==> config.mk <==
export PLATFORM = sky130hd
export DESIGN_NAME = cache_fill_sequencer
export DESIGN_NICKNAME = d
export VERILOG_FILES = /design/src/rtl/cache_fill_pkg.sv /design/src/rtl/onehot_decoder_n.sv /design/src/rtl/cache_fill_sequencer.sv
export SDC_FILE = /design/constraint.sdc
export NUM_CORES = 1
export LEC_CHECK = 0
export ABC_CLOCK_PERIOD_IN_PS = 2350
export BUFFER_PORTS_ARGS = -buffer_cell sky130_fd_sc_hd__buf_2
export CELL_PAD_IN_SITES_DETAIL_PLACEMENT = 0
export CELL_PAD_IN_SITES_GLOBAL_PLACEMENT = 1
export CORE_MARGIN = 1
export CORE_UTILIZATION = 36
export CTS_CLUSTER_SIZE = 40
export DETAILED_ROUTE_END_ITERATION = 10
export PLACE_DENSITY_LB_ADDON = 0.1
export SYNTH_ARGS = -nofsm -noshare
export SYNTH_HDL_FRONTEND = slang
export SYNTH_SLANG_ARGS = --single-unit
==> constraint.sdc <==
create_clock -name clk -period 2.35 [get_ports clk]
set_input_delay 0.1175 -clock clk [delete_from_list [all_inputs] [get_ports clk]]
set_output_delay 0.1175 -clock clk [all_outputs]
set_load 0.1 [all_outputs]
==> src/rtl/cache_fill_pkg.sv <==
// Shared types and helpers for the cache line refill sequencer and its
// one-hot word-select decoder.
package cache_fill_pkg;

  typedef enum logic [1:0] {
    IDLE = 2'd0,
    FILL = 2'd1,
    DONE = 2'd2
  } fill_state_t;

  // Largest supported word-offset width (32 words per line).
  localparam int MAX_OFFSET_W = 5;

  // Words per cache line for a given word-offset width.
  function automatic int words_of(input int offset_w);
    return 1 << offset_w;
  endfunction

  // A zero-width offset is still carried on a 1-bit bus that is tied to 0.
  function automatic int idx_width(input int offset_w);
    return (offset_w == 0) ? 1 : offset_w;
  endfunction

  // Binary to one-hot over the widest supported line.
  function automatic logic [31:0] onehot_decode(input logic [MAX_OFFSET_W-1:0] idx);
    return 32'd1 << idx;
  endfunction

endpackage

==> src/rtl/onehot_decoder_n.sv <==
// Generic binary-to-one-hot decoder with enable; the parameterised
// replacement for the fixed 3-to-8 word-select decode.
module onehot_decoder_n
  import cache_fill_pkg::*;
#(
  parameter  int IN_W  = 3,
  localparam int OUT_W = words_of(IN_W),
  localparam int SEL_W = idx_width(IN_W)
) (
  input  logic             en,
  input  logic [SEL_W-1:0] idx,
  output logic [OUT_W-1:0] onehot
);

  logic [MAX_OFFSET_W-1:0] sel;

  // Decode the index; a single-word line always selects bit 0.
  always_comb begin
    sel    = (IN_W == 0) ? '0 : MAX_OFFSET_W'(idx);
    onehot = en ? OUT_W'(onehot_decode(sel)) : '0;
  end

endmodule

==> src/rtl/cache_fill_sequencer.sv <==
// Cache line refill sequencer: walks the words of a line in
// critical-word-first (wrapping) or linear order and produces the
// data-array write enables for each accepted memory beat.
// Optional feature macro: CACHE_FILL_STALL_CNT_EN (stall cycle counter).
module cache_fill_sequencer
  import cache_fill_pkg::*;
#(
  parameter  int OFFSET_W = 3,
  parameter  int CNT_W    = 16,
  localparam int WORDS    = words_of(OFFSET_W),
  localparam int IDX_W    = idx_width(OFFSET_W)
) (
  input  logic             clk,
  input  logic             rst_n,
  input  logic             start,
  input  logic [IDX_W-1:0] start_offset,
  input  logic             wrap_mode,
  input  logic             abort,
  input  logic             fill_valid,
  output logic             fill_ready,
  output logic [WORDS-1:0] word_en,
  output logic [IDX_W-1:0] word_idx,
  output logic             crit_word,
  output logic             busy,
  output logic             done,
  output logic [CNT_W-1:0] stall_cnt
);

  // Beat counter must reach WORDS itself, hence one extra bit.
  localparam int BC_W = OFFSET_W + 1;

  fill_state_t      state_q, state_d;
  logic [IDX_W-1:0] idx_q, crit_q, idx_inc, load_idx, crit_load;
  logic [BC_W-1:0]  beat_q;
  logic             accept, last_beat;

  assign fill_ready = (state_q == FILL);
  assign busy       = (state_q == FILL);
  assign done       = (state_q == DONE);
  assign accept     = fill_valid & fill_ready;
  assign last_beat  = accept && (beat_q == BC_W'(WORDS - 1));
  assign word_idx   = idx_q;
  assign crit_word  = accept && (idx_q == crit_q);

  // Single-word lines keep the index pinned at zero; otherwise the natural
  // overflow of the index register gives the modulo-WORDS wrap.
  assign idx_inc   = (OFFSET_W == 0) ? '0 : idx_q + IDX_W'(1);
  assign load_idx  = (OFFSET_W == 0 || !wrap_mode) ? '0 : start_offset;
  assign crit_load = (OFFSET_W == 0) ? '0 : start_offset;

  onehot_decoder_n #(
    .IN_W (OFFSET_W)
  ) u_word_dec (
    .en     (accept),
    .idx    (idx_q),
    .onehot (word_en)
  );

  // State register.
  always_ff @(posedge clk or negedge rst_n) begin
    if (!rst_n) state_q <= IDLE;
    else        state_q <= state_d;
  end

  // Next-state logic; abort takes priority over a coinciding last beat.
  always_comb begin
    state_d = state_q;
    unique case (state_q)
      IDLE:    if (start) state_d = FILL;
      FILL:    if (abort) state_d = IDLE;
               else if (last_beat) state_d = DONE;
      DONE:    state_d = IDLE;
      default: state_d = IDLE;
    endcase
  end

  // Word index, critical offset and beat count bookkeeping.
  always_ff @(posedge clk or negedge rst_n) begin
    if (!rst_n) begin
      idx_q  <= '0;
      crit_q <= '0;
      beat_q <= '0;
    end else if (state_q == IDLE && start) begin
      idx_q  <= load_idx;
      crit_q <= crit_load;
      beat_q <= '0;
    end else if (state_q == FILL && abort) begin
      idx_q  <= '0;
      beat_q <= '0;
    end else if (accept) begin
      idx_q  <= idx_inc;
      beat_q <= beat_q + BC_W'(1);
    end
  end

`ifdef CACHE_FILL_STALL_CNT_EN
  logic [CNT_W-1:0] stall_q;

  // Count FILL cycles without a beat; saturate, hold until the next start.
  always_ff @(posedge clk or negedge rst_n) begin
    if (!rst_n)
      stall_q <= '0;
    else if (state_q == IDLE && start)
      stall_q <= '0;
    else if (state_q == FILL && !fill_valid && stall_q != '1)
      stall_q <= stall_q + CNT_W'(1);
  end

  assign stall_cnt = stall_q;
`else
  assign stall_cnt = '0;
`endif

endmodule
# After elaboration in Yosys (flattened, before gate mapping)

Cells that the tools add are included.

Add/sub/neg operators: 2
Bitwise gates (word level): 1
Shift-type cells: 1
Divide/modulo/power cells: 0
Equality and inequality tests: 6
Multipliers: 0
Mux-type cells: 12
Reductions and logical operators: 7
Magnitude comparators: 0

Operators by type and width:

| operator            | number |
|---|---|
| $mux 3              | 4 |
| $mux 4              | 3 |
| $mux 8              | 1 |
| $shl 1x3->8 const A | 1 |
| $mux 2              | 3 |
| $add 4x1->4 const B | 1 |
| $eq 4x3->1 const B  | 1 |
| $logic_and 1x1->1   | 4 |
| $pmux 2 s2          | 1 |
| $add 3x1->3 const B | 1 |
| $eq 3x3->1          | 1 |
| $ne 3x2->1 const B  | 1 |
| $reduce_bool 3->1   | 1 |
| $eq 2x1->1 const B  | 1 |
| $eq 2x2->1 const B  | 1 |
| $logic_not 2->1     | 1 |
| $ne 2x2->1 const B  | 1 |
| $reduce_and 2->1    | 1 |
| $and 1x1->1         | 1 |

Bits in writable memories: 0
Bits in read-only memories: 0
Output and inout port bits: 31
Memories: 0
Input bits: 9
Bits in latches: 0
Word-level logic and storage cells: 33
Register bits: 12

# Longest topological paths before layout

Gate-level depths: netlist (run 1).

Depth after elaboration: 6
Depth in mapped cells: 5
Gate-level depth less buffers: 4

# Modules after synthesis

From an unflattened synthesis (run 1), not the netlist that was laid out.

Cell total of the unflattened synthesis: 88
Area, all modules: 939.7 um^2

Modules (own cells, without submodules):

| module               | cells each | area an instance (um^2) | seq. area each (um^2) | times used |
|---|---|---|---|---|
| cache_fill_sequencer | 80         | 844.6                   | 300.3                 | 1 |
| onehot_decoder_n     | 8          | 95.1                    | 0.0                   | 1 |

# Worst setup path before layout (run 1)

Ideal clock, no wire load.

Kind: reg2out
Start: register idx_q[1], in the netlist word_idx[1]
End: output crit_word
Path slack: -1.835 ns
Path buffers: 0
Data required time: 2.233 ns
Stages on the path, launching flop included: 3
Arrival time: 4.068 ns
Path through: dfrtp_1 xor2_1 nor4_1

Longest elaborated chain between the ends: 2

Ends and longest elaborated chain:

| element                | line                       | RTL |
|---|---|---|
| start, declared        | cache_fill_sequencer.sv:33 | `logic [IDX_W-1:0] idx_q, crit_q, idx_inc, load_idx, crit_load;` |
| start signal, assigned | cache_fill_sequencer.sv:84 | `idx_q <= load_idx;` |
| start signal, assigned | cache_fill_sequencer.sv:91 | `idx_q <= idx_inc;` |
| $eq 3x3->1             | cache_fill_sequencer.sv:43 | `assign crit_word = accept && (idx_q == crit_q);` |
| $logic_and 1x1->1      | cache_fill_sequencer.sv:43 |  |
| end, declared          | cache_fill_sequencer.sv:23 | `output logic crit_word,` |

Every way passes these cells.

# Final worst setup path (run 1)

Start: register state_q[0]
End: output word_en[0]

Longest elaborated chain between the ends: 3

Ends and longest elaborated chain:

| element                | line                       | RTL |
|---|---|---|
| start, declared        | cache_fill_sequencer.sv:32 | `fill_state_t state_q, state_d;` |
| start signal, assigned | cache_fill_sequencer.sv:62 | `else state_q <= state_d;` |
| $eq 2x1->1             | cache_fill_sequencer.sv:37 | `assign fill_ready = (state_q == FILL);` |
| $and 1x1->1            | cache_fill_sequencer.sv:40 | `assign accept = fill_valid & fill_ready;` |
| $mux 8                 | onehot_decoder_n.sv:20     | `onehot = en ? OUT_W'(onehot_decode(sel)) : '0;` |
| end, declared          | cache_fill_sequencer.sv:21 | `output logic [WORDS-1:0] word_en,` |

Every way passes these cells.

==> results of run 1 <==
==> cell type report <==
type	count	share of cell area [%]
sequential	12	29.0
tap	28	3.38
multi-input combinational	72	51.0
clock buffer	4	3.50
inverter	3	1.09
timing repair buffer	24	12.1
==> state kept, by name, summed over array words and instances, names as in the netlist <==
register  flops
crit_q        3
state_q       2
word_idx      3
beat_q        4
==> through the flow <==
stage | setup TNS, ns | area, sq um
floorplan | -0.0914 | 990
CTS | 0 | 1040
finish | 0 | 1040
global placement | 0 | 991
detailed placement | 0 | 991
global route | 0 | 1040
==> power groups by stage <==
stage	Combinational (W)	Sequential, W	Clock (W)
6_report	0.000486	0.000279	0.000169
5_1_grt	0.000513	0.000287	0.000184
4_1_cts	0.000489	0.000279	0.000177
3_5_place_dp	0.000487	0.000283	0
3_3_place_gp	0.000487	0.000282	0
2_1_floorplan	0.000379	0.000353	0
==> final timing paths <==
check / slack [ns] / to / depth (start not counted)
worst max-delay path: 0.33 / word_en[0] / 3
worst min-delay path: 0.03 / state_q[1]$_DFFE_PN0P_ / 2
worst max register to register: 0.93 / beat_q[3]$_DFFE_PN0P_ / 3
worst min register to register: 0.53 / crit_q[2]$_DFFE_PN0P_ / 1
max in group asynchronous: 1.89 / beat_q[3]$_DFFE_PN0P_ / 2
min in group asynchronous: 0.24 / state_q[0]$_DFFE_PN0P_ / 2
==> cells in the mapped netlist, drive strengths merged <==
master	instances	share of area, %
ha	7	9.6
or3	1	0.68
mux2	3	3.7
a21oi	3	1.6
and2	2	1.4
o2bb2ai	1	0.96
nor4	1	0.68
nand3	4	2.2
and3	6	4.1
nor2	3	1.2
and3b	1	0.96
nand3b	2	3.0
nand2	2	0.82
nor2b	2	1.4
o21ai	2	1.1
o22ai	2	1.4
xnor2	1	0.96
inv	3	1.2
nor3b	2	2.9
a2bb2oi	3	2.9
nand4b	2	1.9
mux2i	1	1.5
conb	1	0.41
dfrtp	12	33
nand2b	1	0.68
xor2	4	3.8
buf	20	16
==> worst max-delay path, stage by stage (launching register included) <==
cell	delay, ns
dfrtp_1	0.59
and3b_1	0.42
and3_1	0.20
buf_2	0.42
==> routing by layer <==
metal,share of wire [%],vias up
met5,0,-
met4,0.97,0
met3,5.3,2
met2,47,27
met1,47,299
li1,-,332
==> kinds of logic after synthesis <==
group                      after synthesis  share of synthesized area, %
xor gates and xnor gates                 5                          4.78
other                                    1                         0.409
AOI/OAI and AO/OA                       11                          7.92
buffers and inverters                   23                          17.5
DFF                                     12                          32.8
and+or+nand+nor                         29                          21.9
muxes                                    4                          5.19
adders and majority gates                7                          9.56
==> impl_metrics.py, run 1 <==
metrics = {
    "power": {
        "sw_frac_of_total_pct": 54.3,
        "internal_power_w": 0.000427,
        "power_frac_seq_pct": 29.9,
        "p_per_area_nw_per_um2": 900,
        "switchingPower_w": 0.000507,
        "comb_power_share_pct": 52.0,
        "total_power_w": 0.000933,
        "p_leak_nw": 0.559,
        "ir_drop_mv": 0.406,
        "clockPowerShare_pct": 18.1,
    },
    "final_layout": {
        "layout.nets": 132,
        "drive_gt1_share_pct": 30.4,
        "register_area_sq_um": 300,
        "syn2layout_area_growth_pct": 13.3,
        "fillCellCount": 226,
        "diodes": 0,
        "final_cell_mix": "buf_2, conb_1, dfrtp_1",
        "postLayoutCoreUtil_pct": 45.2,
        "multiInputGateArea_sq_um": 529,
        "final_cells": 143,
        "layout_commonest_cell": "buf_2",
    },
    "routing": {
        "via_per_inst": 4.62,
        "drc": 0,
        "drt-total-wl_mm": 1.65,
        "drtAntennaViolNets": 0,
        "drtPass1Iterations": 4,
        "drt_iter0_markers": 14,
        "vias": 660,
        "wl_per_cell_um": 11.5,
    },
    "synth": {
        "syn_area_per_cell_sq_um": 9.96,
        "syn-cell-area_sq_um": 916,
        "ys_warn_count": 0,
        "yosysUniqueCellTypes": 32,
        "ys_seq_area_share_pct": 32.8,
        "synth_cells": 92,
        "synth_seq_cells": 12,
    },
    "timing": {
        "worst_slack_ns": 0.325,
        "hold_violations": 0,
        "finalSetupViolations": 0,
        "min_period_ns": 2.02,
        "whs_ns": 0.0254,
        "fin_skew_ns": 0.00364,
        "drv_slew": 0,
        "fmax_mhz": 494,
        "finalCritPeriodShare_pct": 86.2,
        "rsz0062_at_grt": "no",
    },
    "floorplanning": {
        "ioPinCount": 40,
        "die_y_um": 52.4,
        "dieArea_sq_um": 2750,
        "std_cell_rows": 17,
        "die_w_um": 52.4,
        "floorplan.initialDensity_pct": 39.9,
        "coreArea_sq_um": 2300,
    },
    "outcome": {
        "outcome": "completed",
    },
    "min_path": {
        "hp-class": "in2reg",
        "worstHoldStart": "abort",
    },
    "critical_path": {
        "crit_fanout": 11,
        "crit_type": "reg2out",
        "r2r-start": "state_q[1]$_DFFE_PN0P_",
        "crit_start": "state_q[0]$_DFFE_PN0P_",
        "end_kind": "primary output",
        "worst_ep_arrival_time_ns": 1.91,
        "crit_required_ns": 2.23,
        "cp-start-kind": "flip-flop",
    },
    "global_routing": {
        "grtUsageMet2_pct": 19.8,
        "grtUsageMet3_pct": 1.74,
        "overflow": 0,
        "grt_pass1_wl_mm": 2.54,
        "antenna_found_initial": 0,
        "first_global_vias": 572,
        "top_usage_layer": "met2",
        "grt_max_degree": 13,
        "met1_usage_pct": 17.3,
        "grt_usage_pct": 13.0,
    },
    "placement": {
        "routabilityCongestion": 0.739,
        "dpl.hpwl_mm": 1.28,
        "place_inst": 138,
        "io_buffer_count": 23,
        "dp_slack_ns": 0.637,
    },
    "clock_tree": {
        "h-tree-depth": 1,
        "post_cts_buffers": 0,
        "cts-hold-fix-buffers": 1,
        "cts_root_buffer": "clkbuf_4",
        "cts_resized": 0,
        "cts_sinks": 12,
        "clockBufferDepth": 2,
        "cts_buffers": 3,
        "cts_tree": "done",
        "clock_latency_ns": 0.28,
        "cts.clk_slew.worst_paths_ns": 0.08,
    },
    "flow_run": {
        "maxCapViolations": 0,
    },
}
No activity file was read; power rests on OpenSTA's default activity.
==> inputs of run 2 (changes only) <==
CORE_UTILIZATION = 38   (was 36)
CTS_BUF_LIST = sky130_fd_sc_hd__clkbuf_4 sky130_fd_sc_hd__clkbuf_8   (was not set)
==> run 2 against run 1 <==
Critical path depth unchanged. Worst hold slack better by 0.013 ns. Utilization up 1.3 points. Die area down 5.1%. Final cell count unchanged. Combinational power about the same. Non-clock buffer count unchanged. Worst setup slack better by 0.013 ns. Sequential share of layout area unchanged. Clock-buffer cell count unchanged. Total power down 0.66%. Largest power group unchanged.
==> impl_metrics.py, run 2 (synthesis results as in run 1) <==
metrics = {
    "outcome": {
        "outcome": "completed",
    },
    "critical_path": {
        "cp-start-kind": "flip-flop",
        "worstReg2RegEnd": "beat_q[3]$_DFFE_PN0P_",
        "end_kind": "primary output",
        "path_cells": "and3b_1, and3_1, buf_2",
        "ff2ff_setup_slack_ns": 0.96,
        "crit_fanout": 11,
        "worst_ep_arrival_time_ns": 1.89,
        "crit_required_ns": 2.23,
        "crit_type": "reg2out",
        "r2r_cells": 3,
        "crit_start": "state_q[0]$_DFFE_PN0P_",
        "slowest_delay_ns": 0.58,
        "r2r-start": "state_q[1]$_DFFE_PN0P_",
        "crit_end": "word_en[5]",
        "slowest_stage": "dfrtp_1",
    },
    "placement": {
        "io_buffer_count": 23,
        "routabilityCongestion": 0.700,
        "dp_slack_ns": 0.624,
        "place_inst": 138,
        "dpl.hpwl_mm": 1.25,
    },
    "timing": {
        "tns_ns": 0,
        "drv_slew": 0,
        "hold_violations": 0,
        "fin_skew_ns": 0.000743,
        "rsz0062_at_grt": "no",
        "finalSetupViolations": 0,
        "fmax_mhz": 497,
        "worst_slack_ns": 0.339,
        "finalCritPeriodShare_pct": 85.6,
        "min_period_ns": 2.01,
    },
    "routing": {
        "drt_iter0_markers": 4,
        "top_layer_used": "met3",
        "wl_met3_um": 78,
        "via_per_inst": 4.55,
        "drc": 0,
        "wl_met1_um": 731,
        "drtAntennaViolNets": 0,
        "drtPass1Iterations": 4,
        "drt-total-wl_mm": 1.57,
        "vias": 650,
        "met2_length_um": 762,
        "wl_per_cell_um": 11.0,
    },
    "final_layout": {
        "final_cell_mix": "buf_2, conb_1, dfrtp_1",
        "register_area_sq_um": 300,
        "syn2layout_area_growth_pct": 13.3,
        "multiInputGateArea_sq_um": 529,
        "layout.nets": 132,
        "layout_commonest_cell": "buf_2",
        "fillCellCount": 234,
        "diodes": 0,
        "postLayoutCoreUtil_pct": 46.4,
        "drive_gt1_share_pct": 30.4,
        "top_register": "beat_q",
        "final_cells": 143,
        "largest_reg_flops": 4,
    },
    "clock_tree": {
        "post_cts_buffers": 0,
        "cts_buffers": 3,
        "clock_latency_ns": 0.27,
        "clockBufferDepth": 2,
        "cts_resized": 0,
        "cts_tree": "done",
        "cts.clk_slew.worst_paths_ns": 0.08,
        "cts_sinks": 12,
        "h-tree-depth": 1,
        "cts_root_buffer": "clkbuf_4",
    },
    "min_path": {
        "hp-class": "in2reg",
    },
    "power": {
        "p_per_area_nw_per_um2": 894,
        "p_leak_nw": 0.559,
        "ir_drop_mv": 0.451,
    },
    "global_routing": {
        "grt_max_degree": 13,
        "overflow": 0,
        "antenna_found_initial": 0,
        "grt_pass1_wl_mm": 2.62,
        "first_global_vias": 594,
        "grt_usage_pct": 14.0,
    },
    "flow_run": {
        "maxCapViolations": 0,
    },
    "floorplanning": {
        "die_y_um": 51.1,
        "dieArea_sq_um": 2610,
        "coreArea_sq_um": 2230,
        "std_cell_rows": 17,
        "die_w_um": 51.1,
        "floorplan.initialDensity_pct": 41.0,
        "ioPinCount": 40,
    },
}
[run 2: cell counts in the layout (fill, tap and decap cells not counted)]
No cell type changed its count.
[run 2: final cells by class]
type | count | area share [%]
clock buffer | 4 | 3.50
inverter | 3 | 1.09
multi-input combinational | 72 | 51.0
sequential | 12 | 29.0
tap | 28 | 3.38
timing repair buffer | 24 | 12.1
[run 2: how the worst min path moves through the flow]
| stage | startpoint | endpoint | slack (ns) | cells past startpoint |
|---|---|---|---|---|
| 5_1_grt | abort | state_q[1]$_DFFE_PN0P_ | 0.04 | 2 |
| 4_1_cts | abort | state_q[1]$_DFFE_PN0P_ | 0.03 | 2 |
| 2_1_floorplan | rst_n | beat_q[0]$_DFFE_PN0P_ | -0.18 | 0 |
| 3_5_place_dp | rst_n | beat_q[3]$_DFFE_PN0P_ | 0.02 | 1 |
| 3_3_place_gp | rst_n | beat_q[3]$_DFFE_PN0P_ | 0.01 | 1 |
| 6_report | abort | state_q[1]$_DFFE_PN0P_ | 0.04 | 2 |
[run 2: power breakdown]
| part | leakage, nW | switching (W) | internal (W) |
|---|---|---|---|
| Sequential | 0.153 | 0.0000417 | 0.000236 |
| Clock | 0.0210 | 0.0000685 | 0.0000940 |
| Combinational | 0.385 | 0.000390 | 0.0000968 |
| Total | 0.559 | 0.000500 | 0.000427 |
[run 2: per-stage QoR]
| step | total power (W) | hold slack, ns | cell area [sq um] |
|---|---|---|---|
| global placement | 0.000769 | 0.0116 | 991 |
| finish | 0.000927 | 0.0386 | 1040 |
| CTS | 0.000938 | 0.0287 | 1040 |
| detailed placement | 0.000770 | 0.0164 | 991 |
| global route | 0.000979 | 0.0418 | 1040 |
| floorplan | 0.000732 | -0.178 | 990 |
[run 2: critical path, delay by kind of cell, from the launching register on]
kind	cells	cell delay (ns)
simple gates	2	0.63
buf+inv	1	0.42
flops	1	0.58
[run 2: per-layer routing]
metal  global-route usage [%]  vias up
met5                        0        -
met4                     9.72        0
met3                     1.79        0
met2                     22.4       26
met1                     17.4      292
li1                         -      332
[run 2: repair_timing]
action | CTS | global route
hold buffers | 1 | 0
endpoints found under the hold margin | 12 | 0
setup endpoints to repair | 0 | 0
